===== config.mk =====
export PLATFORM = sky130hd
export DESIGN_NAME = piso_serializer
export DESIGN_NICKNAME = d
export VERILOG_FILES = /design/src/rtl/piso_pkg.sv /design/src/rtl/piso_hold_reg.sv /design/src/rtl/piso_serializer.sv
export SDC_FILE = /design/constraint.sdc
export NUM_CORES = 1
export LEC_CHECK = 0
export BUFFER_PORTS_ARGS = -buffer_cell sky130_fd_sc_hd__buf_2
export CORE_MARGIN = 5
export CORE_UTILIZATION = 47
export DETAILED_ROUTE_END_ITERATION = 16
export GPL_TIMING_DRIVEN = 1
export PLACE_DENSITY = 0.75
export SLEW_MARGIN = 30
export SYNTH_ARGS = -nofsm -noshare
export SYNTH_HDL_FRONTEND = slang
export SYNTH_SLANG_ARGS = --single-unit

===== constraint.sdc =====
create_clock -name clk -period 1.4 [get_ports clk]
set_input_delay 0.21 -clock clk [delete_from_list [all_inputs] [get_ports clk]]
set_output_delay 0.21 -clock clk [all_outputs]
set_load 0.05 [all_outputs]

===== src/rtl/piso_pkg.sv =====
// Shared types for the parallel-in/serial-out stage.
// State encoding and counter-width helper.
package piso_pkg;

  typedef enum logic {
    IDLE,
    SHIFT
  } state_e;

  localparam int WIDTH_DEF = 4;

  function automatic int cnt_width(input int w);
    return $clog2(w + 1);
  endfunction

  localparam int CNT_W = cnt_width(WIDTH_DEF);

endpackage


===== src/rtl/piso_hold_reg.sv =====
// One-entry holding buffer with bypass for piso_serializer.
// Ports: clk, rst, wr_en/wr_data in, rd_en in, full/rd_data out.
module piso_hold_reg
  import piso_pkg::*;
#(
  parameter int WIDTH = WIDTH_DEF
) (
  input  logic             clk,
  input  logic             rst,
  input  logic             wr_en,
  input  logic [WIDTH-1:0] wr_data,
  input  logic             rd_en,
  output logic             full,
  output logic [WIDTH-1:0] rd_data
);

  logic [WIDTH-1:0] data_q, data_d;
  logic             full_q, full_d;

  always_comb begin
    data_d = data_q;
    full_d = full_q;
    if (rd_en) full_d = 1'b0;
    if (wr_en) begin
      data_d = wr_data;
      full_d = 1'b1;
    end
  end

  always_ff @(posedge clk or posedge rst) begin
    if (rst) begin
      data_q <= '0;
      full_q <= 1'b0;
    end else begin
      data_q <= data_d;
      full_q <= full_d;
    end
  end

  // Empty buffer passes the incoming word straight through.
  assign rd_data = full_q ? data_q : wr_data;
  assign full    = full_q;

endmodule


===== src/rtl/piso_serializer.sv =====
// Parallel-in/serial-out stage, one bit per clk, gapless word stream.
// Ports: in_valid/in_ready/in_data in; serial_out/valid, frame_start, busy out.
module piso_serializer
  import piso_pkg::*;
#(
  parameter int WIDTH     = WIDTH_DEF,
  parameter bit MSB_FIRST = 1'b1
) (
  input  logic             clk,
  input  logic             rst,
  input  logic             in_valid,
  output logic             in_ready,
  input  logic [WIDTH-1:0] in_data,
  output logic             serial_out,
  output logic             serial_valid,
  output logic             frame_start,
  output logic             busy
);

  localparam int CW = cnt_width(WIDTH);
  localparam logic [CW-1:0] LAST = CW'(WIDTH);

  state_e           state_q, state_d;
  logic [WIDTH-1:0] shift_reg_q, shift_reg_d;
  logic [CW-1:0]    bit_cnt_q, bit_cnt_d;
  logic             serial_out_q, serial_out_d;
  logic             serial_valid_q, serial_valid_d;
  logic             frame_start_q, frame_start_d;

  logic             hold_full;
  logic [WIDTH-1:0] hold_data;
  logic             accept;
  logic             hold_wr;
  logic             hold_rd;
  logic             load;

  function automatic logic first_bit(input logic [WIDTH-1:0] w);
    return MSB_FIRST ? w[WIDTH-1] : w[0];
  endfunction

  function automatic logic [WIDTH-1:0] shift_word(input logic [WIDTH-1:0] w);
    return MSB_FIRST ? (w << 1) : (w >> 1);
  endfunction

  assign in_ready = ~hold_full & ~rst;
  assign accept   = in_valid & in_ready;

  // Mid-word accepts park in the hold register.
  assign hold_wr = accept & (state_q == SHIFT) & (bit_cnt_q < LAST);
  assign hold_rd = (state_q == SHIFT) & (bit_cnt_q == LAST) & hold_full;

  piso_hold_reg #(.WIDTH(WIDTH)) u_hold (
    .clk     (clk),
    .rst     (rst),
    .wr_en   (hold_wr),
    .wr_data (in_data),
    .rd_en   (hold_rd),
    .full    (hold_full),
    .rd_data (hold_data)
  );

  always_comb begin
    state_d        = state_q;
    shift_reg_d    = shift_reg_q;
    bit_cnt_d      = bit_cnt_q;
    serial_out_d   = serial_out_q;
    serial_valid_d = serial_valid_q;
    frame_start_d  = frame_start_q;
    load           = 1'b0;
    unique case (state_q)
      IDLE: begin
        if (accept) load = 1'b1;
      end
      SHIFT: begin
        if (bit_cnt_q < LAST) begin
          serial_out_d  = first_bit(shift_reg_q);
          shift_reg_d   = shift_word(shift_reg_q);
          bit_cnt_d     = bit_cnt_q + CW'(1);
          frame_start_d = 1'b0;
        end else if (hold_full || accept) begin
          load = 1'b1;
        end else begin
          state_d        = IDLE;
          serial_out_d   = 1'b0;
          serial_valid_d = 1'b0;
          frame_start_d  = 1'b0;
          bit_cnt_d      = '0;
        end
      end
      default: state_d = IDLE;
    endcase
    // hold_data is either the held word or in_data via bypass.
    if (load) begin
      state_d        = SHIFT;
      serial_out_d   = first_bit(hold_data);
      shift_reg_d    = shift_word(hold_data);
      serial_valid_d = 1'b1;
      frame_start_d  = 1'b1;
      bit_cnt_d      = CW'(1);
    end
  end

  always_ff @(posedge clk or posedge rst) begin
    if (rst) begin
      state_q        <= IDLE;
      shift_reg_q    <= '0;
      bit_cnt_q      <= '0;
      serial_out_q   <= 1'b0;
      serial_valid_q <= 1'b0;
      frame_start_q  <= 1'b0;
    end else begin
      state_q        <= state_d;
      shift_reg_q    <= shift_reg_d;
      bit_cnt_q      <= bit_cnt_d;
      serial_out_q   <= serial_out_d;
      serial_valid_q <= serial_valid_d;
      frame_start_q  <= frame_start_d;
    end
  end

  assign serial_out   = serial_out_q;
  assign serial_valid = serial_valid_q;
  assign frame_start  = frame_start_q;
  assign busy         = (state_q == SHIFT);

endmodule


==> flow_metrics.env, run 1 <==
export IMPL_run_status="completed"
export IMPL_globalRoute_totalOverflow=0
export IMPL_grt_max_degree=16
export IMPL_wire_per_inst_um=15.2
export IMPL_floorplan_die_width_um=50.0
export IMPL_cp_depth=3
export IMPL_synth_cell_types=27
export IMPL_period_share_pct=97.9
export IMPL_synthesis_area_um2=753
export IMPL_finalNonFillerCells=96
export IMPL_timing_critical_path_to_type="output pin"
export IMPL_power_leakage_uw=0.000476
export IMPL_detailed_place_hpwl_mm=1.08
export IMPL_die_area_mm2=0.00250
export IMPL_clock_latency_ns=0.28
export IMPL_critPathRequiredTime_ns=1.19
export IMPL_syn_nets=69
export IMPL_final_min_clock_period_ns=1.37
export IMPL_global_route_peak_usage_layer="met2"
export IMPL_placed_cell_area_um2=848
export IMPL_placement_io_buffers=11
export IMPL_slew_headroom_pct=62.5
export IMPL_placeableCoreArea_mm2=0.00151
export IMPL_critical_path_class="reg2out"
export IMPL_worst_setup_path_startpoint="u_hold.full"
export IMPL_vias=525
export IMPL_gp_congestion=0.775
export IMPL_nets=90
export IMPL_count_of_final_max_slew_check_failures=0
export IMPL_crit_path_end="in_ready"
export IMPL_met2_usage_pct=18.6
export IMPL_cts_sink_count=15
export IMPL_postSynth_asyncResetShare_pct=100
export IMPL_clk_pin_slew_worst_paths_ns=0.09
export IMPL_worst_path_buf_inv=2
export IMPL_rr_endpoint="shift_reg_q[3]"
export IMPL_synthFlopType="sky130_fd_sc_hd__dfrtp_1"
export IMPL_r2r_start="u_hold.full"
export IMPL_vias_per_cell=5.47
export IMPL_finalHoldViolations=0
export IMPL_pwr_density_cell_mw_per_mm2=2490
export IMPL_initialDrtViolationCount=18
export IMPL_share_of_the_yosys_chip_area_belonging_to_registers_pct=49.8
export IMPL_postCtsHoldBufs=0
export IMPL_reg2reg_depth=3
export IMPL_max_slew_worst_pin_slew_ns=0.562
export IMPL_cts_tree="done"
export IMPL_final_antenna_net_count=0
export IMPL_i_o_pin_cnt=12
export IMPL_finalInstanceArea_um2=912
export IMPL_worstPathMaxFanout=5
export IMPL_yosysWarningCount=0
export IMPL_worstSetupStartpointType="flop"
export IMPL_antenna_cell_count=0
export IMPL_wire_length_of_the_first_global_routing_pass_mm=2.55
export IMPL_cts_max_path_buffers=2
export IMPL_first_global_vias=558
export IMPL_dr_pass1_iters=4
export IMPL_start_util_pct=50.0
export IMPL_ctsRootBufferMaster="sky130_fd_sc_hd__clkbuf_4"
export IMPL_critPathSlowestCell="sky130_fd_sc_hd__dfrtp_2"
export IMPL_arrival_ns=1.16
export IMPL_critical_path_cell_chain="buf_4 > nor2_4 > buf_6"
export IMPL_post_synth_inst_count=60
export IMPL_maximum_level_of_the_cts_h_tree=1
export IMPL_timing_hold_worst_class="in2async"
export IMPL_cap_violations=0
export IMPL_globalRouteMet1Util_pct=18.4
export IMPL_clock_fmax_mhz=730
export IMPL_cpPeakStageDelay_ns=0.45
export IMPL_r2r_setup_slack_ns=0.09
export IMPL_share_of_post_route_cells_with_drive_strength_above_1_pct=43.8
export IMPL_grt_setup_unrepaired="true"
export IMPL_skew_ns=0.00337
export IMPL_post_route_drc_count=0
export IMPL_grt_total_usage_pct=13.0
export IMPL_numCtsBuffers=3
export IMPL_flow_area_growth_from_synthesis_pct=21.1
export IMPL_grt_antenna_before_repair=0
export IMPL_worst_ir_drop_vdd_mv=1.35
export IMPL_count_of_flip_flops_with_a_built_in_enable_after_synthesis=0
export IMPL_finalWirelength_mm=1.46
export IMPL_floorplan_rows=14
export IMPL_grtUsageMet3_pct=2.11
export IMPL_setup_viol=0
export IMPL_syn_mean_instance_area_um2=12.6
export IMPL_post_place_cells=90
export IMPL_critical_path_top_delay_family="flip-flops"
export IMPL_die_h_um=50.0
export IMPL_synth_seq_cells=15
## cells by family (layout without fill, tap and decap cells)
kind of cell / count (synthesis) / after routing / synth area share, %
muxes: 8 / 8 / 13.6
adders and majority gates: 2 / 2 / 3.32
AOI/OAI and AO/OA: 13 / 13 / 15.4
and+or+nand+nor: 15 / 15 / 13.3
buffers and inverters: 7 / 27 / 4.48
DFF: 15 / 15 / 49.8
## through the flow
stage               TNS (ns)  worst slack [ns]  power (uW)  hold slack, ns  util (%)
floorplan                  0            0.0346        1680           0.111         -
global placement           0            0.0672        1940           0.333      56.3
detailed placement         0           0.00810        1980           0.345      56.3
CTS                        0           0.00887        2240          0.0429      58.7
global route        -0.00735          -0.00735        2430          0.0897      60.5
finish                     0            0.0292        2270          0.0294      60.5
## worst reg2reg max path: cells and delay by family, from the launching register on
family,cells,cell delay [ns]
AO/OA/AOI/OAI,2,0.59
flip-flops,1,0.45
buffers and inverters,1,0.17
## placed cells by master, fill, tap and decap left out, types with 2 or more instances in the layout
master	netlist	routed
sky130_fd_sc_hd__a21o_1	2	2
sky130_fd_sc_hd__a22o_1	3	3
sky130_fd_sc_hd__buf_2	0	10
sky130_fd_sc_hd__buf_4	0	6
sky130_fd_sc_hd__clkbuf_4	0	3
sky130_fd_sc_hd__dfrtp_1	15	13
sky130_fd_sc_hd__dfrtp_2	0	2
sky130_fd_sc_hd__ha_1	2	2
sky130_fd_sc_hd__inv_1	6	6
sky130_fd_sc_hd__mux2_2	2	2
sky130_fd_sc_hd__mux2_4	4	4
sky130_fd_sc_hd__mux2i_1	2	2
sky130_fd_sc_hd__nand2_1	2	2
sky130_fd_sc_hd__nand2b_1	3	3
sky130_fd_sc_hd__nor2_1	3	2
## how the worst min path moves through the flow
stage,start,to,slack [ns],depth (start not counted)
floorplan,rst,bit_cnt_q[0],0.11,1
global placement,rst,shift_reg_q[1],0.33,2
detailed placement,rst,shift_reg_q[1],0.34,2
CTS,rst,shift_reg_q[1],0.04,2
global route,rst,shift_reg_q[1],0.09,2
finish,rst,bit_cnt_q[0],0.03,2
## per-layer routing
layer,up-vias,wire (um)
met5,-,0
met4,0,23
met3,4,67
met2,13,635
met1,253,730
li1,255,-
## cells in the mapped netlist, types with 2 or more instances
cell / instances / area, um^2
sky130_fd_sc_hd__dfrtp_1: 15 / 375
sky130_fd_sc_hd__ha_1: 2 / 25.0
sky130_fd_sc_hd__mux2_2: 2 / 22.5
sky130_fd_sc_hd__mux2i_1: 2 / 20.0
sky130_fd_sc_hd__nand2_1: 2 / 7.51
sky130_fd_sc_hd__nand2b_1: 3 / 18.8
sky130_fd_sc_hd__a21o_1: 2 / 15.0
sky130_fd_sc_hd__mux2_4: 4 / 60.1
sky130_fd_sc_hd__a22o_1: 3 / 26.3
sky130_fd_sc_hd__inv_1: 6 / 22.5
sky130_fd_sc_hd__nor2_1: 3 / 11.3
## registers in the layout, summed over array words and instances, names as in the netlist
name and cells:
serial_valid 1, u_hold.full 1, busy 1, frame_start 1, shift_reg_q 3, serial_out 1, u_hold.data_q 4, bit_cnt_q 3
## where the power goes
part           leakage (uW)  switching [uW]  total (uW)  internal (uW)
Combinational      0.000279             668        1230            564
Sequential         0.000182             144         791            647
Clock             0.0000150             136         246            111
## timing repair
item,CTS,global route
setup buffers,0,2
endpoints found under the setup margin,2,7
gates resized for setup,4,2
hold endpoints to repair,0,0
pin swaps,0,2
gates cloned,0,0
## final cells by class
cell class | count | area [um^2]
Fill cell | 120 | 594
Sequential cell | 15 | 378
Multi-Input combinational cell | 38 | 359
Timing Repair Buffer | 17 | 106
Clock buffer | 4 | 26.3
Inverter | 6 | 22.5
Tap cell | 16 | 20.0
Note: power is estimated with default switching activity, not from simulation.
==> inputs of run 2 (changes only) <==
Settings changed: CORE_UTILIZATION 47 to 35, PLACE_DENSITY 0.75 to 0.59, SYNTH_HIERARCHICAL from default to 1.
==> run 2 against run 1 <==
  * The flow now finishes with violations (setup timing)
  * Clock-buffer cell count did not move
  * Combinational power increased by 7%
  * First-iteration DRC count fell by 28%
  * Hold slack better by 0.035 ns
  * Register-to-register slack worse by 0.11 ns
  * Critical path type is now reg2reg
  * Worst setup slack worse by 0.045 ns
  * Non-clock buffer count rose by 4
  * Global-route usage shrank 2.5 points
  * Largest power group unchanged
  * Cell count rose by 25%
==> flow_metrics.env, run 2 <==
export IMPL_run_status="finished with violations"
export IMPL_failed_checks="setup timing"
export IMPL_dr_pass1_iters=5
export IMPL_period_share_pct=101
export IMPL_nets=102
export IMPL_final_antenna_net_count=0
export IMPL_cts_sink_count=15
export IMPL_vias=601
export IMPL_critical_path_top_delay_family="simple AND/OR/NAND/NOR gates"
export IMPL_netlist_top_cells_count="15 x sky130_fd_sc_hd__dfrtp_1, 8 x sky130_fd_sc_hd__mux2_2, 6 x sky130_fd_sc_hd__inv_1, 5 x sky130_fd_sc_hd__nand2b_1, 5 x sky130_fd_sc_hd__nor2_1"
export IMPL_r2r_setup_slack_ns=-0.02
export IMPL_grt_max_degree=11
export IMPL_floorplan_die_width_um=57.6
export IMPL_floorplan_rows=17
export IMPL_largest_registers="u_hold/data_q: 4 flops, bit_cnt_q: 3 flops, shift_reg_q: 3 flops"
export IMPL_finalWirelength_mm=1.49
export IMPL_timing_hold_ws_ns=0.0648
export IMPL_yosysWarningCount=6
export IMPL_setup_viol=5
export IMPL_count_of_flip_flops_with_a_built_in_enable_after_synthesis=0
export IMPL_postSynth_asyncResetShare_pct=100
export IMPL_wire_per_inst_um=12.4
export IMPL_i_o_pin_cnt=12
export IMPL_timing_hold_worst_class="in2async"
export IMPL_clock_latency_ns=0.28
export IMPL_seq_area_um2=377
export IMPL_synth_area_leader_cell="sky130_fd_sc_hd__dfrtp_1"
export IMPL_maximum_level_of_the_cts_h_tree=1
export IMPL_share_of_post_route_cells_with_drive_strength_above_1_pct=44.6
export IMPL_max_flop_register="u_hold/data_q"
export IMPL_flow_area_growth_from_synthesis_pct=26.7
export IMPL_slew_headroom_pct=74.3
export IMPL_start_util_pct=36.2
export IMPL_die_h_um=57.6
export IMPL_post_route_drc_count=0
export IMPL_synthesis_area_um2=792
export IMPL_ctsRootBufferMaster="sky130_fd_sc_hd__clkbuf_4"
export IMPL_worstPathMaxFanout=5
export IMPL_globalRouteMet1Util_pct=13.1
export IMPL_grt_setup_unrepaired="true"
export IMPL_arrival_ns=1.59
export IMPL_cpPeakStageDelay_ns=0.40
export IMPL_synthFlopType="sky130_fd_sc_hd__dfrtp_1"
export IMPL_max_slew_worst_pin_slew_ns=0.385
export IMPL_synth_cell_types=28
export IMPL_critical_path_cell_chain="or3b_4 > nor2_4 > mux2_2"
export IMPL_power_leakage_uw=0.000458
export IMPL_worstSetupStartpointType="flop"
export IMPL_detailed_place_hpwl_mm=1.16
export IMPL_final_min_clock_period_ns=1.42
export IMPL_initialDrtViolationCount=13
export IMPL_cts_tree="done"
export IMPL_syn_mean_instance_area_um2=11.5
export IMPL_antenna_cell_count=0
export IMPL_synth_seq_cells=15
export IMPL_finalHoldViolations=0
export IMPL_share_of_the_yosys_chip_area_belonging_to_registers_pct=47.4
export IMPL_biggest_area_contributors_in_the_synthesized_netlist="sky130_fd_sc_hd__dfrtp_1 47%, sky130_fd_sc_hd__mux2_2 11%, sky130_fd_sc_hd__nand2b_1 3.9%"
export IMPL_final_cell_mix="14 x sky130_fd_sc_hd__dfrtp_1, 9 x sky130_fd_sc_hd__buf_2, 9 x sky130_fd_sc_hd__buf_4"
export IMPL_finish_utilization_pct=45.8
export IMPL_worst_path_setup_slack_after_routing_ns=-0.0161
export IMPL_gp_congestion=0.694
export IMPL_layout_cells_most_common="sky130_fd_sc_hd__dfrtp_1"
export IMPL_die_area_mm2=0.00331
export IMPL_global_route_peak_usage_layer="met2"
export IMPL_multi_input_comb_area_um2=402
export IMPL_timing_critical_path_to_type="flop"
export IMPL_cts_max_path_buffers=2
export IMPL_cap_violations=0
export IMPL_grt_total_usage_pct=10.5
export IMPL_grtUsageMet3_pct=2.26
export IMPL_first_global_vias=638
export IMPL_clock_fmax_mhz=706
export IMPL_fillCellCount=210
export IMPL_skew_ns=0.000661
export IMPL_largest_register_ff_count=4
export IMPL_placeableCoreArea_mm2=0.00219
export IMPL_post_synth_inst_count=69
export IMPL_pwr_density_cell_mw_per_mm2=2330
export IMPL_wire_length_of_the_first_global_routing_pass_mm=2.73
export IMPL_critical_path_class="reg2reg"
export IMPL_met2_usage_pct=16.6
export IMPL_finalSetupTns_ns=-0.0467
export IMPL_post_synth_top_count_cell="sky130_fd_sc_hd__dfrtp_1"
export IMPL_numCtsBuffers=3
export IMPL_placement_io_buffers=11
export IMPL_globalRoute_totalOverflow=0
export IMPL_critPathRequiredTime_ns=1.57
export IMPL_clk_pin_slew_worst_paths_ns=0.09
export IMPL_post_layout_total_power_uw=2340
export IMPL_grt_antenna_before_repair=0
export IMPL_worst_ir_drop_vdd_mv=1.27
export IMPL_syn_nets=78
export IMPL_pre_cts_slack_ns=-0.0376
export IMPL_count_of_final_max_slew_check_failures=0
export IMPL_worst_path_buf_inv=0
export IMPL_vias_per_cell=5.01
export IMPL_post_synth_top_area_fraction_pct=47.4
export IMPL_critPathSlowestCell="sky130_fd_sc_hd__dfrtp_1"
[run 2: cell count changes after synthesis, sizes merged, moves of 2 or more]
cell     previous run  this run
mux2i               2         0
mux2                6         8
and2                0         2
o2111ai             0         2
nand2b              3         5
[run 2: area by class of cell]
cell class | count | share of cell area (%)
multi-input combinational | 46 | 40.0
sequential | 15 | 37.5
timing repair buffer | 21 | 14.1
tap | 28 | 3.49
clock buffer | 4 | 2.62
inverter | 6 | 2.24
[run 2: worst paths after layout]
kind,from,to,cells after the start
setup / recovery,u_hold/full,u_hold/data_q[0],3
hold reg to reg,frame_start,frame_start,1
max in group asynchronous,rst,u_hold/data_q[2],4
hold / removal,rst,shift_reg_q[3],3
min in group clk,in_data[3],u_hold/data_q[3],2
setup reg to reg,u_hold/full,u_hold/data_q[0],3
[run 2: routing by layer]
metal	routed length, um	part of all wire [%]
met1	719	48
met2	682	46
met3	59	4.0
met4	27	1.8
met5	0	0
[run 2: worst reg2reg max path: cells and delay by family, from the launching register on]
family	cells	cell delay [ns]
simple gates	2	0.56
flops	1	0.40
mux	1	0.36
[run 2: repair_timing]
| item | 4_1_cts | 5_1_grt |
|---|---|---|
| endpoints found under the hold margin | 5 | 0 |
| pin swaps | 1 | 1 |
| gates cloned | 0 | 0 |
| setup endpoints to repair | 7 | 8 |
| hold buffers | 1 | 0 |
| setup buffers | 1 | 0 |
| gates resized for setup | 2 | 4 |
[run 2: per-stage QoR]
stage	cell area [um^2]	instances
3_5_place_dp	938	114
6_report	1000	120
3_3_place_gp	938	114
4_1_cts	991	120
5_1_grt	1000	120
2_1_floorplan	803	69
[run 2: power breakdown]
part	total [uW]	switching, uW	leakage (uW)	internal [uW]
Clock	247	136	0.0000150	111
Combinational	1320	714	0.000263	611
Sequential	766	119	0.000179	648
[run 2: logic make-up (layout without fill, tap and decap cells)]
group / Yosys count / count (layout) / share of synthesized area (%)
simple gates: 21 / 21 / 16.7
compound gates: 15 / 15 / 16.6
flops: 15 / 15 / 47.4
mux: 8 / 8 / 11.4
buf+inv: 8 / 31 / 4.74
fa+ha+maj: 2 / 2 / 3.16
